$ cat src/rtl/synapse_current_drive.sv
// rtl/synapse_current_drive.sv - synaptic current generator: event FIFO, saturating accumulator, tick decay
module synapse_current_drive #(
  parameter int I_WIDTH    = 32,
  parameter int W_WIDTH    = 16,
  parameter int W_SHIFT    = 8,
  parameter int TAU_SHIFT  = 4,
  parameter int FIFO_DEPTH = 4
) (
  input  logic               clk,
  input  logic               rst_n,
  input  logic               en,
  input  logic               clear,
  input  logic               decay_tick,
  input  logic               spike_valid,
  input  logic [W_WIDTH-1:0] spike_weight,
  output logic               spike_ready,
  output logic [I_WIDTH-1:0] i_out,
  output logic               busy,
  output logic [7:0]         sat_count
);

  localparam int AW = $clog2(FIFO_DEPTH);
  localparam int SW = I_WIDTH + 2;
  localparam logic signed [SW-1:0] MAX_EXT = {3'b000, {(I_WIDTH-1){1'b1}}};
  localparam logic signed [SW-1:0] MIN_EXT = {3'b111, {(I_WIDTH-1){1'b0}}};

  logic [W_WIDTH-1:0] mem [FIFO_DEPTH];
  logic [AW:0]        wr_ptr;
  logic [AW:0]        rd_ptr;
  logic               empty;
  logic               full;
  logic               push;
  logic               pop;
  logic [W_WIDTH-1:0] head;

  logic signed [SW-1:0]      acc_ext;
  logic signed [SW-1:0]      w_ext;
  logic signed [SW-1:0]      d_ext;
  logic signed [SW-1:0]      sum;
  logic                      clamp;
  logic        [I_WIDTH-1:0] acc_next;

  // Extra wrap bit on each pointer distinguishes full from empty.
  assign empty = (wr_ptr == rd_ptr);
  assign full  = (wr_ptr[AW] != rd_ptr[AW]) && (wr_ptr[AW-1:0] == rd_ptr[AW-1:0]);
  assign push  = spike_valid && !full && !clear;
  assign pop   = en && !empty && !clear;
  assign head  = mem[rd_ptr[AW-1:0]];

  assign spike_ready = !full;
  assign busy        = !empty;

  always_comb begin
    acc_ext = $signed({{2{i_out[I_WIDTH-1]}}, i_out});
    w_ext   = '0;
    if (pop)
      w_ext = $signed({{(SW-W_WIDTH){head[W_WIDTH-1]}}, head}) <<< W_SHIFT;
    d_ext = '0;
    if (decay_tick)
      d_ext = acc_ext >>> TAU_SHIFT;
    sum      = acc_ext - d_ext + w_ext;
    clamp    = 1'b0;
    acc_next = sum[I_WIDTH-1:0];
    if (sum > MAX_EXT) begin
      clamp    = 1'b1;
      acc_next = MAX_EXT[I_WIDTH-1:0];
    end else if (sum < MIN_EXT) begin
      clamp    = 1'b1;
      acc_next = MIN_EXT[I_WIDTH-1:0];
    end
  end

  always_ff @(posedge clk) begin
    if (push)
      mem[wr_ptr[AW-1:0]] <= spike_weight;
  end

  always_ff @(posedge clk or negedge rst_n) begin
    if (!rst_n) begin
      wr_ptr    <= '0;
      rd_ptr    <= '0;
      i_out     <= '0;
      sat_count <= '0;
    end else if (clear) begin
      wr_ptr    <= '0;
      rd_ptr    <= '0;
      i_out     <= '0;
      sat_count <= '0;
    end else begin
      if (push)
        wr_ptr <= wr_ptr + (AW+1)'(1);
      if (pop)
        rd_ptr <= rd_ptr + (AW+1)'(1);
      if (en) begin
        i_out <= acc_next;
        if (clamp && sat_count != 8'hFF)
          sat_count <= sat_count + 8'd1;
      end
    end
  end

endmodule

$ cat config.mk
export PLATFORM = sky130hd
export DESIGN_NAME = synapse_current_drive
export DESIGN_NICKNAME = d
export VERILOG_FILES = /design/src/rtl/synapse_current_drive.sv
export SDC_FILE = /design/constraint.sdc
export NUM_CORES = 1
export LEC_CHECK = 0
export ABC_AREA = 1
export BUFFER_PORTS_ARGS = -buffer_cell sky130_fd_sc_hd__buf_2
export CORE_MARGIN = 2
export CORE_UTILIZATION = 25
export DETAILED_ROUTE_END_ITERATION = 6
export GPL_ROUTABILITY_DRIVEN = 0
export GPL_TIMING_DRIVEN = 0
export PLACE_DENSITY_LB_ADDON = 0.05
export SLEW_MARGIN = 20
export SYNTH_ARGS = -nofsm -noshare
export SYNTH_HDL_FRONTEND = slang
export SYNTH_SLANG_ARGS = --single-unit
$ cat constraint.sdc
create_clock -name clk -period 5 [get_ports clk]
set_input_delay 1 -clock clk [delete_from_list [all_inputs] [get_ports clk]]
set_output_delay 1 -clock clk [all_outputs]
set_load 0.01 [all_outputs]
==> results of run 1 <==
## registers in the layout, summed over array words and instances (netlist names)
| register | flops |
|---|---|
| i_out | 32 |
| sat_count | 8 |
| rd_ptr | 3 |
| mem | 64 |
| wr_ptr | 3 |
## cell type report
type	instances	area, µm²	share of cell area
inverter	181	682	0.0756
tap	396	495	0.0549
clock inverter	6	60.1	0.00666
timing repair buffer	65	364	0.0404
buffer	25	161	0.0179
clock buffer	10	229	0.0254
sequential	110	3070	0.341
multi-input combinational	656	3950	0.438
## synth_stat cells (10+ instances only)
library cell	count	share of area
nand2_1	273	0.13
inv_1	175	0.084
nor2_1	73	0.035
edfxtp_1	64	0.25
ha_1	47	0.075
dfrtp_1	46	0.15
nand3_1	44	0.028
o21ai_0	42	0.027
a21oi_1	32	0.020
fa_1	24	0.061
xor2_1	23	0.026
nand2_2	16	0.013
clkbuf_1	15	0.0072
o22ai_1	15	0.012
nand3_2	14	0.018
xnor2_1	11	0.012
nand4_1	10	0.0080
## worst min-delay path by stage
stage	start	end	slack [ns]	cells past startpoint
2_1_floorplan	rd_ptr[2]	rd_ptr[2]	0.45	1
3_3_place_gp	rd_ptr[2]	rd_ptr[2]	0.49	1
3_5_place_dp	rd_ptr[2]	rd_ptr[2]	0.49	1
4_1_cts	rd_ptr[2]	rd_ptr[2]	0.50	1
5_1_grt	rd_ptr[2]	rd_ptr[2]	0.53	1
6_report	rd_ptr[2]	rd_ptr[2]	0.49	1
## worst reg2reg max path, stage by stage (launching register included)
cell      delay [ns]
dfrtp_1         0.36
clkbuf_1        0.27
clkbuf_1        0.45
nor2_1          0.10
nor2_1          0.10
o21ai_0         0.13
a211oi_2        0.49
fa_1            0.52
ha_1            0.38
nand2_1         0.11
inv_1           0.08
a21oi_1         0.14
nand2_1         0.14
nand2_1         0.10
nand2_2         0.11
nand2_1         0.11
nand3_1         0.08
nand2_2         0.11
inv_2           0.06
a21oi_4         0.29
buf_6           0.22
nand2_1         0.09
nand3_2         0.06
## layer usage
metal  routed length [µm]  global-route usage  vias up  part of all wire
met2                11600               0.265       65              0.49
met3                  633              0.0252       10             0.027
met4                  278              0.0315        0             0.012
met5                    0                   0        -                 0
li1                     -                   -     3214                 -
met1                11000               0.190     2892              0.47
## power groups by stage
stage | clock [mW] | combinational, mW | sequential (mW)
4_1_cts | 0.794 | 4.14 | 1.23
3_3_place_gp | 0 | 4.14 | 1.25
5_1_grt | 0.811 | 4.66 | 1.24
2_1_floorplan | 0 | 3.00 | 1.24
3_5_place_dp | 0 | 4.11 | 1.25
6_report | 0.757 | 4.06 | 1.22
## cells by family (layout without fill, tap and decap cells)
| kind of cell | count (synthesis) | in the layout | synth area share |
|---|---|---|---|
| simple gates | 447 | 447 | 0.251 |
| buf+inv | 206 | 287 | 0.107 |
| flops | 110 | 110 | 0.392 |
| compound gates | 104 | 104 | 0.0755 |
| fa+ha+maj | 71 | 71 | 0.136 |
| xor+xnor | 34 | 34 | 0.0380 |
## what timing repair did
item	in CTS	in global routing
setup endpoints to repair	39	39
resized for setup	3	7
cloned	0	0
==> summary.md, run 1 <==
| Metric | Value |
|---|---|
| Placed Cells | between 1000 and 1500 |
| Area grow syn2layout | 15.1% |
| Clock power share | 0.125 |
| CTS tree | built |
| TritonCTS buffer count | 9 |
| Switch Pwr | about 3.2 mW |
| Int Power | 2.85 mW |
| Finished Core Util | 0.293 |
| Comb pwr share | 0.672 |
| DRC | 0 |
| Post-route insts no fill | about 1400 |
| RSZ-0062 raised after global routing | false |
| Actual slew at the worst max-slew pin | between 1 and 1.5 ns |
| Number of synthesized flops with an enable pin | 64 |
| Power density cells | 669 nW/µm² |
| Syn_nets | 1065 |
| Final Skew | about 0.014 ns |
| Diode count | 0 |
| Instance count on the critical path | 22 |
| Largest net degree at the start of global routing | 47 |
| Place WS | -0.433 ns |
| # clock sinks | 110 |
| Switching share of power | 0.527 |
| Fmax | 219 MHz |
| CP Data Required Time | 5.31 ns |
| DR vias | between 6000 and 7000 |
| HPWL Detailed | around 18000 µm |
| Final period util | 0.914 |
| Crit end category | flip-flop |
| Min cycle time layout | 4.57 ns |
| Slowest cell on crit path | fa_1 |
| Crit Reg-Reg Endpoint | i_out[26] |
| Peak VDD IR | 0.214 mV |
| Root buf cell | clkbuf_16 |
| Initial antenna violation count | 0 |
| Post-layout nets | 1141 |
| Global-route wire length before repair | 37400 µm |
| R2R cell count | 22 |
| Relative slew slack | 0.329 |
| Synth unique cells | 41 |
| CTS Buffer Depth | 2 |
| Main synth FF type | edfxtp_1 |
| FP Rows | 64 |
| Setup TNS | 0 ns |
| Worst Hold Class | flip-flop to flip-flop |
| Routed wire length per instance | 16.2 µm |
| Final Max Slew Viols | 0 |
| Final Power | 6.03 mW |
| Starting DRT DRC Count | 260 |
| Status | completed |
| Final Hold Viols | 0 |
| Leak | 4.59 nW |
| Sequential fraction of the synthesis area | 0.392 |
| Internal reg-to-reg setup slack | 0.43 ns |
| Final Hold Slack | 0.493 ns |
| Starting Density | 0.255 |
| Worst Path Arrival | slightly below 5 ns |
| Clock Latency Late Sink | 0.38 ns |
| Crit. Startpoint | rd_ptr[0] |
| Pre-antenna DRT Iters | 4 |
| CP Buf/Inv Count | 5 |
| Total length of routed wires | between 20000 and 25000 µm |
| Yosys Warn Count | 0 |
| Fillcell total | 3417 |
| IO buf count | 61 |
| CTS H-tree depth | 3 |
| Synth async-reset ratio | 0.418 |
| Setup Fix Bufs, Post-CTS | 0 |
| Die span in y | 181 µm |
| Startpoint Class | flip-flop |
| Die width | 181 µm |
| Final WS setup | 0.430 ns |
| Io pins | 64 |
| Seq cells post-synth | 110 |
| Crit path largest cell delay | 0.52 ns |
| Die area | 32800 µm² |
| Final ANT Viol Nets | 0 |
| Layout cells sized above 1 | 0.139 |
| Commonest cells after routing, fill and taps aside | nand2_1 (272), inv_1 (175), nor2_1 (68) |
| Via-to-Cell Ratio | 4.27 |
| Sequential Power Share | 0.202 |
| Top Family by Delay on Critical Path | simple AND/OR/NAND/NOR gates |
| FF-to-FF Start | rd_ptr[0] |
| Global Route Usage Sum | 0.149 |
| Commonest non-fill, non-tap cell in the layout | nand2_1 |
| Max-cap viol count | 0 |
| Fin area | ~9000 µm² |
| Final setup viols | 0 |
| Synthesized area | a little under 8000 µm² |
| Critical Path Sink | i_out[26] |
| Most used cell along the critical path | nand2_1 |
| Synth Instances | about 1000 |
| GRT overflow | 0 |
| Crit path kind | flip-flop to flip-flop |
| Post-Place Cell Area | between 8000 and 9000 µm² |
| Crit Path Max Fanout | 10 |
| Vias in the first global route | roughly 6400 |
| Cell Chain, Critical Path | clkbuf_1 > clkbuf_1 > nor2_1 > nor2_1 > o21ai_0 > a211oi_2 > fa_1 > ha_1 > nand2_1 > inv_1 > a21oi_1 > nand2_1 > nand2_1 > nand2_2 > nand2_1 > nand3_1 > nand2_2 > inv_2 > a21oi_4 > buf_6 > nand2_1 > nand3_2 |
| Clock transition at path regs | 0.09 ns |
| Core area | 30700 µm² |
| Mean Syn Cell Area | about 8 µm² |
| Hold buffers post-CTS | 0 |
(Power assumes the default switching activity.)
==> run 2: changes to the inputs <==
- clock period: 5 -> 3.7 ns (I/O delays scaled with it)
==> summary.md, run 2 (synthesis gave the netlist of run 1 again) <==
| Metric | Value |
|---|---|
| Min cycle time layout | ~3.8 ns |
| Via-to-Cell Ratio | 4.32 |
| Peak VDD IR | approximately 0.46 mV |
| Crit Reg-Reg Endpoint | i_out[29] |
| Crit path largest cell delay | between 0.5 and 0.6 ns |
| TritonCTS buffer count | 9 |
| CTS Buffer Depth | 2 |
| DR vias | 6511 |
| Post-layout nets | 1198 |
| IO buf count | 61 |
| Worst Hold Class | input pin to async pin |
| Clock transition at path regs | roughly 0.10 ns |
| Largest net degree at the start of global routing | 47 |
| Area of the multi-input gates | 4970 µm² |
| Total length of routed wires | 25500 µm |
| Die width | 181 µm |
| Internal reg-to-reg setup slack | -0.08 ns |
| CTS H-tree depth | 3 |
| R2R cell count | 27 |
| Crit Path Max Fanout | 6 |
| Final Hold Viols | 0 |
| Status | finished with violations |
| Global Route Usage Sum | 0.158 |
| Commonest cells after routing, fill and taps aside | nand2_1 (203), inv_1 (163), edfxtp_1 (64) |
| Vias in the first global route | 6709 |
| Crit. Startpoint | rd_ptr[1] |
| Actual slew at the worst max-slew pin | 0.699 ns |
| CTS tree | built |
| Crit path kind | flip-flop to flip-flop |
| Fillcell total | 3278 |
| Final ANT Viol Nets | 0 |
| Fmax | 265 MHz |
| # clock sinks | 110 |
| Leak | around 5.4 nW |
| Power density cells | 1030 nW/µm² |
| Final Hold Slack | between 0.3 and 0.4 ns |
| Die area | 32800 µm² |
| Pre-antenna DRT Iters | 6 |
| Critical Path Sink | i_out[29] |
| FF-to-FF Start | rd_ptr[1] |
| HPWL Detailed | 18200 µm |
| Io pins | 64 |
| Layout cells sized above 1 | 0.342 |
| Final setup viols | 39 |
| RSZ-0062 raised after global routing | true |
| GRT overflow | 0 |
| Worst Path Arrival | 4.04 ns |
| Starting DRT DRC Count | 304 |
| Relative slew slack | 0.533 |
| Failing checks | setup timing |
| Starting Density | 0.255 |
| Diode count | 0 |
| Crit end category | flip-flop |
| Global-route wire length before repair | 39600 µm |
| Final Max Slew Viols | 0 |
| Initial antenna violation count | 0 |
| Final period util | 1.02 |
| Slowest cell on crit path | fa_1 |
| CP Data Required Time | between 3 and 4 ns |
| Largest register FFs | 64 |
| Max-cap viol count | 0 |
| Die span in y | 181 µm |
| FF+latch area | slightly above 3000 µm² |
| Area grow syn2layout | 37.3% |
| Core area | 30700 µm² |
| Commonest non-fill, non-tap cell in the layout | nand2_1 |
| Root buf cell | clkbuf_16 |
| Routed wire length per instance | 16.9 µm |
| Place WS | -1.22 ns |
| Clock Latency Late Sink | 0.38 ns |
| Final Skew | 0.0152 ns |
| DRC | 0 |
| Final WS setup | -0.0780 ns |
| Most used cell along the critical path | nand2_1 |
| FP Rows | 64 |
| Startpoint Class | flip-flop |
==> run 2: cell types whose count changed in the layout (fill, tap and decap cells not counted), sizes merged <==
cell	delta
nand2	+1
clkinv	+2
clkbuf	-3
buf	+59
inv	-3
clkinvlp	+1
==> run 2: worst min-delay path by stage <==
stage | slack [ns] | to | cells past startpoint
global placement | 0.49 | rd_ptr[2] | 1
finish | 0.40 | i_out[31] | 1
CTS | 0.43 | i_out[3] | 1
floorplan | 0.44 | i_out[0] | 0
detailed placement | 0.49 | rd_ptr[2] | 1
global route | 0.45 | i_out[3] | 1
==> run 2: final cells by class <==
cell class | count | area share
Clock inverter | 6 | 0.00582
Tap cell | 396 | 0.0461
Timing Repair Buffer | 124 | 0.0926
Buffer | 22 | 0.0206
Clock buffer | 10 | 0.0213
Sequential cell | 110 | 0.286
Multi-Input combinational cell | 657 | 0.462
Inverter | 181 | 0.0656
==> run 2: where the power goes <==
| group | switching, mW | internal (mW) | total, mW |
|---|---|---|---|
| Combinational | 4.91 | 3.53 | 8.44 |
| Sequential | 0.180 | 1.48 | 1.65 |
| Clock | 0.551 | 0.478 | 1.03 |
==> run 2: critical path: cells and delay by family (launching register included) <==
kind,cells,cell delay [ns]
flip-flops,1,0.47
buffers and inverters,9,1.09
adder cells (fa/ha/maj),2,0.75
AO/OA/AOI/OAI,3,0.33
AND/OR/NAND/NOR,13,0.98
==> run 2: per-stage QoR <==
step	std cells	instance area [µm²]	util	power (mW)	setup TNS (ns)
finish	1506	10800	0.350	11.1	-1.86
global route	1506	10800	0.350	12.1	-8.88
CTS	1490	10200	0.333	10.3	-3.88
detailed placement	1433	8720	0.284	7.25	-46.07
global placement	1429	8650	0.281	7.28	-44.99
floorplan	972	7850	-	5.73	0
==> run 2: repair_timing <==
item / in CTS / in global routing
gates cloned: 5 / 2
hold buffers: 0 / 0
buffers inserted: 38 / 15
gates resized for setup: 183 / 94
pin swaps: 43 / 63
endpoints found under the setup margin: 40 / 40
==> run 2: metal layers <==
| metal | vias up | track usage | part of all wire |
|---|---|---|---|
| met5 | - | 0 | 0 |
| met4 | 0 | 0.0351 | 0.012 |
| met3 | 13 | 0.0244 | 0.025 |
| met2 | 72 | 0.278 | 0.50 |
| met1 | 3096 | 0.205 | 0.47 |
| li1 | 3330 | - | - |
==> run 3: changes to the inputs <==
==> constraint.sdc (replaced) <==
create_clock -name clk -period 3.7 [get_ports clk]
set_input_delay 0.185 -clock clk [delete_from_list [all_inputs] [get_ports clk]]
set_output_delay 0.185 -clock clk [all_outputs]
set_load 0.01 [all_outputs]
==> summary.md, run 3 (synthesis gave the netlist of run 1 again) <==
| Metric | Value |
|---|---|
| Final setup viols | 38 |
| Starting Density | 0.255 |
| CP Buf/Inv Count | 9 |
| Commonest non-fill, non-tap cell in the layout | nand2_1 |
| Final Max Slew Viols | 0 |
| Worst Hold Class | input pin to flip-flop |
| Min cycle time layout | 3.77 ns |
| Initial antenna violation count | 0 |
| DR vias | 6528 |
| Layout cells sized above 1 | 0.340 |
| Clock power share | 0.093 |
| Area of the multi-input gates | 4970 µm² |
| Commonest cells after routing, fill and taps aside | nand2_1 (201), inv_1 (163), edfxtp_1 (64) |
| Slowest cell on crit path | fa_1 |
| CTS H-tree depth | 3 |
| Setup TNS | -1.59 ns |
| Largest net degree at the start of global routing | 47 |
| CTS tree | built |
| Vias in the first global route | between 6000 and 7000 |
| Final Hold Viols | 0 |
| Crit Path Max Fanout | 6 |
| Peak VDD IR | about 0.46 mV |
| Fmax | 265 MHz |
| Crit end category | flip-flop |
| Failing checks | setup timing |
| GRT overflow | 0 |
| FF+latch area | 3080 µm² |
| Relative slew slack | 0.533 |
| Crit path largest cell delay | just over 0.5 ns |
| Io pins | between 60 and 70 |
| RSZ-0062 raised after global routing | true |
| Clock Latency Late Sink | 0.38 ns |
| Worst Path Arrival | 4.04 ns |
| Actual slew at the worst max-slew pin | 0.700 ns |
| Die span in y | about 180 µm |
| IO buf count | 61 |
| Clock transition at path regs | 0.08 ns |
| Final Power | 11.1 mW |
| TritonCTS buffer count | 9 |
| Root buf cell | clkbuf_16 |
| Pre-antenna DRT Iters | 5 |
| Global Route Usage Sum | 0.159 |
| Final Hold Slack | 0.0228 ns |
| Largest register FFs | 64 |
| Leak | between 5 and 6 nW |
| Top Family by Delay on Critical Path | buffers and inverters |
| HPWL Detailed | 18200 µm |
| Fin area | 10700 µm² |
| Final WS setup | -0.0717 ns |
| CP Data Required Time | 3.97 ns |
| # clock sinks | 110 |
| Max-cap viol count | 0 |
| Sequential Power Share | 0.150 |
| Die width | 181 µm |
| Status | finished with violations |
| Post-route insts no fill | 1505 |
| Switch Pwr | 5.66 mW |
| FP Rows | 64 |
| Diode count | 0 |
| Final Skew | about 0.016 ns |
| Comb pwr share | 0.757 |
| CTS Buffer Depth | 2 |
| Startpoint Class | flip-flop |
| Int Power | 5.40 mW |
| Final period util | 1.02 |
| Finished Core Util | 0.349 |
| Crit path kind | flip-flop to flip-flop |
| Place WS | -1.22 ns |
| Via-to-Cell Ratio | 4.34 |
| Most used cell along the critical path | nand2_1 |
| Starting DRT DRC Count | 330 |
| Global-route wire length before repair | between 30000 and 40000 µm |
| Fillcell total | 3281 |
| Core area | between 30000 and 40000 µm² |
| Total length of routed wires | between 20000 and 30000 µm |
| Post-layout nets | 1197 |
| DRC | 0 |
| Area grow syn2layout | 37.0% |
| Switching share of power | 0.511 |
| Placed Cells | around 1400 |
| Routed wire length per instance | around 17 µm |
| Final ANT Viol Nets | 0 |
| Power density cells | 1030 nW/µm² |
| Post-Place Cell Area | 8720 µm² |
| Die area | 32800 µm² |
[run 3: power groups by stage]
| stage | clock network [mW] | registers, mW | logic (mW) |
|---|---|---|---|
| finish | 1.03 | 1.66 | 8.37 |
| global route | 1.11 | 1.68 | 9.23 |
| CTS | 1.07 | 1.66 | 7.60 |
| detailed placement | 0 | 1.69 | 5.56 |
| global placement | 0 | 1.69 | 5.60 |
| floorplan | 0 | 1.68 | 4.06 |
[run 3: cell type report]
class                           count  area share
Buffer                             23      0.0209
Tap cell                          396      0.0461
Sequential cell                   110       0.286
Clock buffer                       10      0.0213
Clock inverter                      6     0.00583
Inverter                          181      0.0657
Multi-Input combinational cell    657       0.463
Timing Repair Buffer              122      0.0904
[run 3: path summary, 6_finish.rpt]
| check | start | slack [ns] | depth (start not counted) | to |
|---|---|---|---|---|
| max in group asynchronous | rst_n | 2.80 | 2 | wr_ptr[0] |
| hold reg to reg | rd_ptr[2] | 0.49 | 1 | rd_ptr[2] |
| hold / removal | spike_weight[13] | 0.02 | 1 | mem[0][13] |
| setup reg to reg | rd_ptr[1] | -0.07 | 27 | i_out[29] |
| setup / recovery | rd_ptr[1] | -0.07 | 27 | i_out[29] |
| min in group asynchronous | rst_n | 0.38 | 2 | i_out[31] |
[run 3: routing by layer]
layer,up-vias,routed length (µm),global-route usage
met5,-,0,0
li1,3329,-,-
met4,0,293,0.0351
met2,84,12800,0.280
met3,13,694,0.0244
met1,3102,11800,0.206
[run 3: timing repair]
action | CTS | global route
resized for setup | 182 | 96
pin swaps | 43 | 57
setup endpoints to repair | 40 | 40
hold buffers | 1 | 0
cloned | 5 | 2
hold endpoints to repair | 46 | 0
setup buffers | 38 | 12
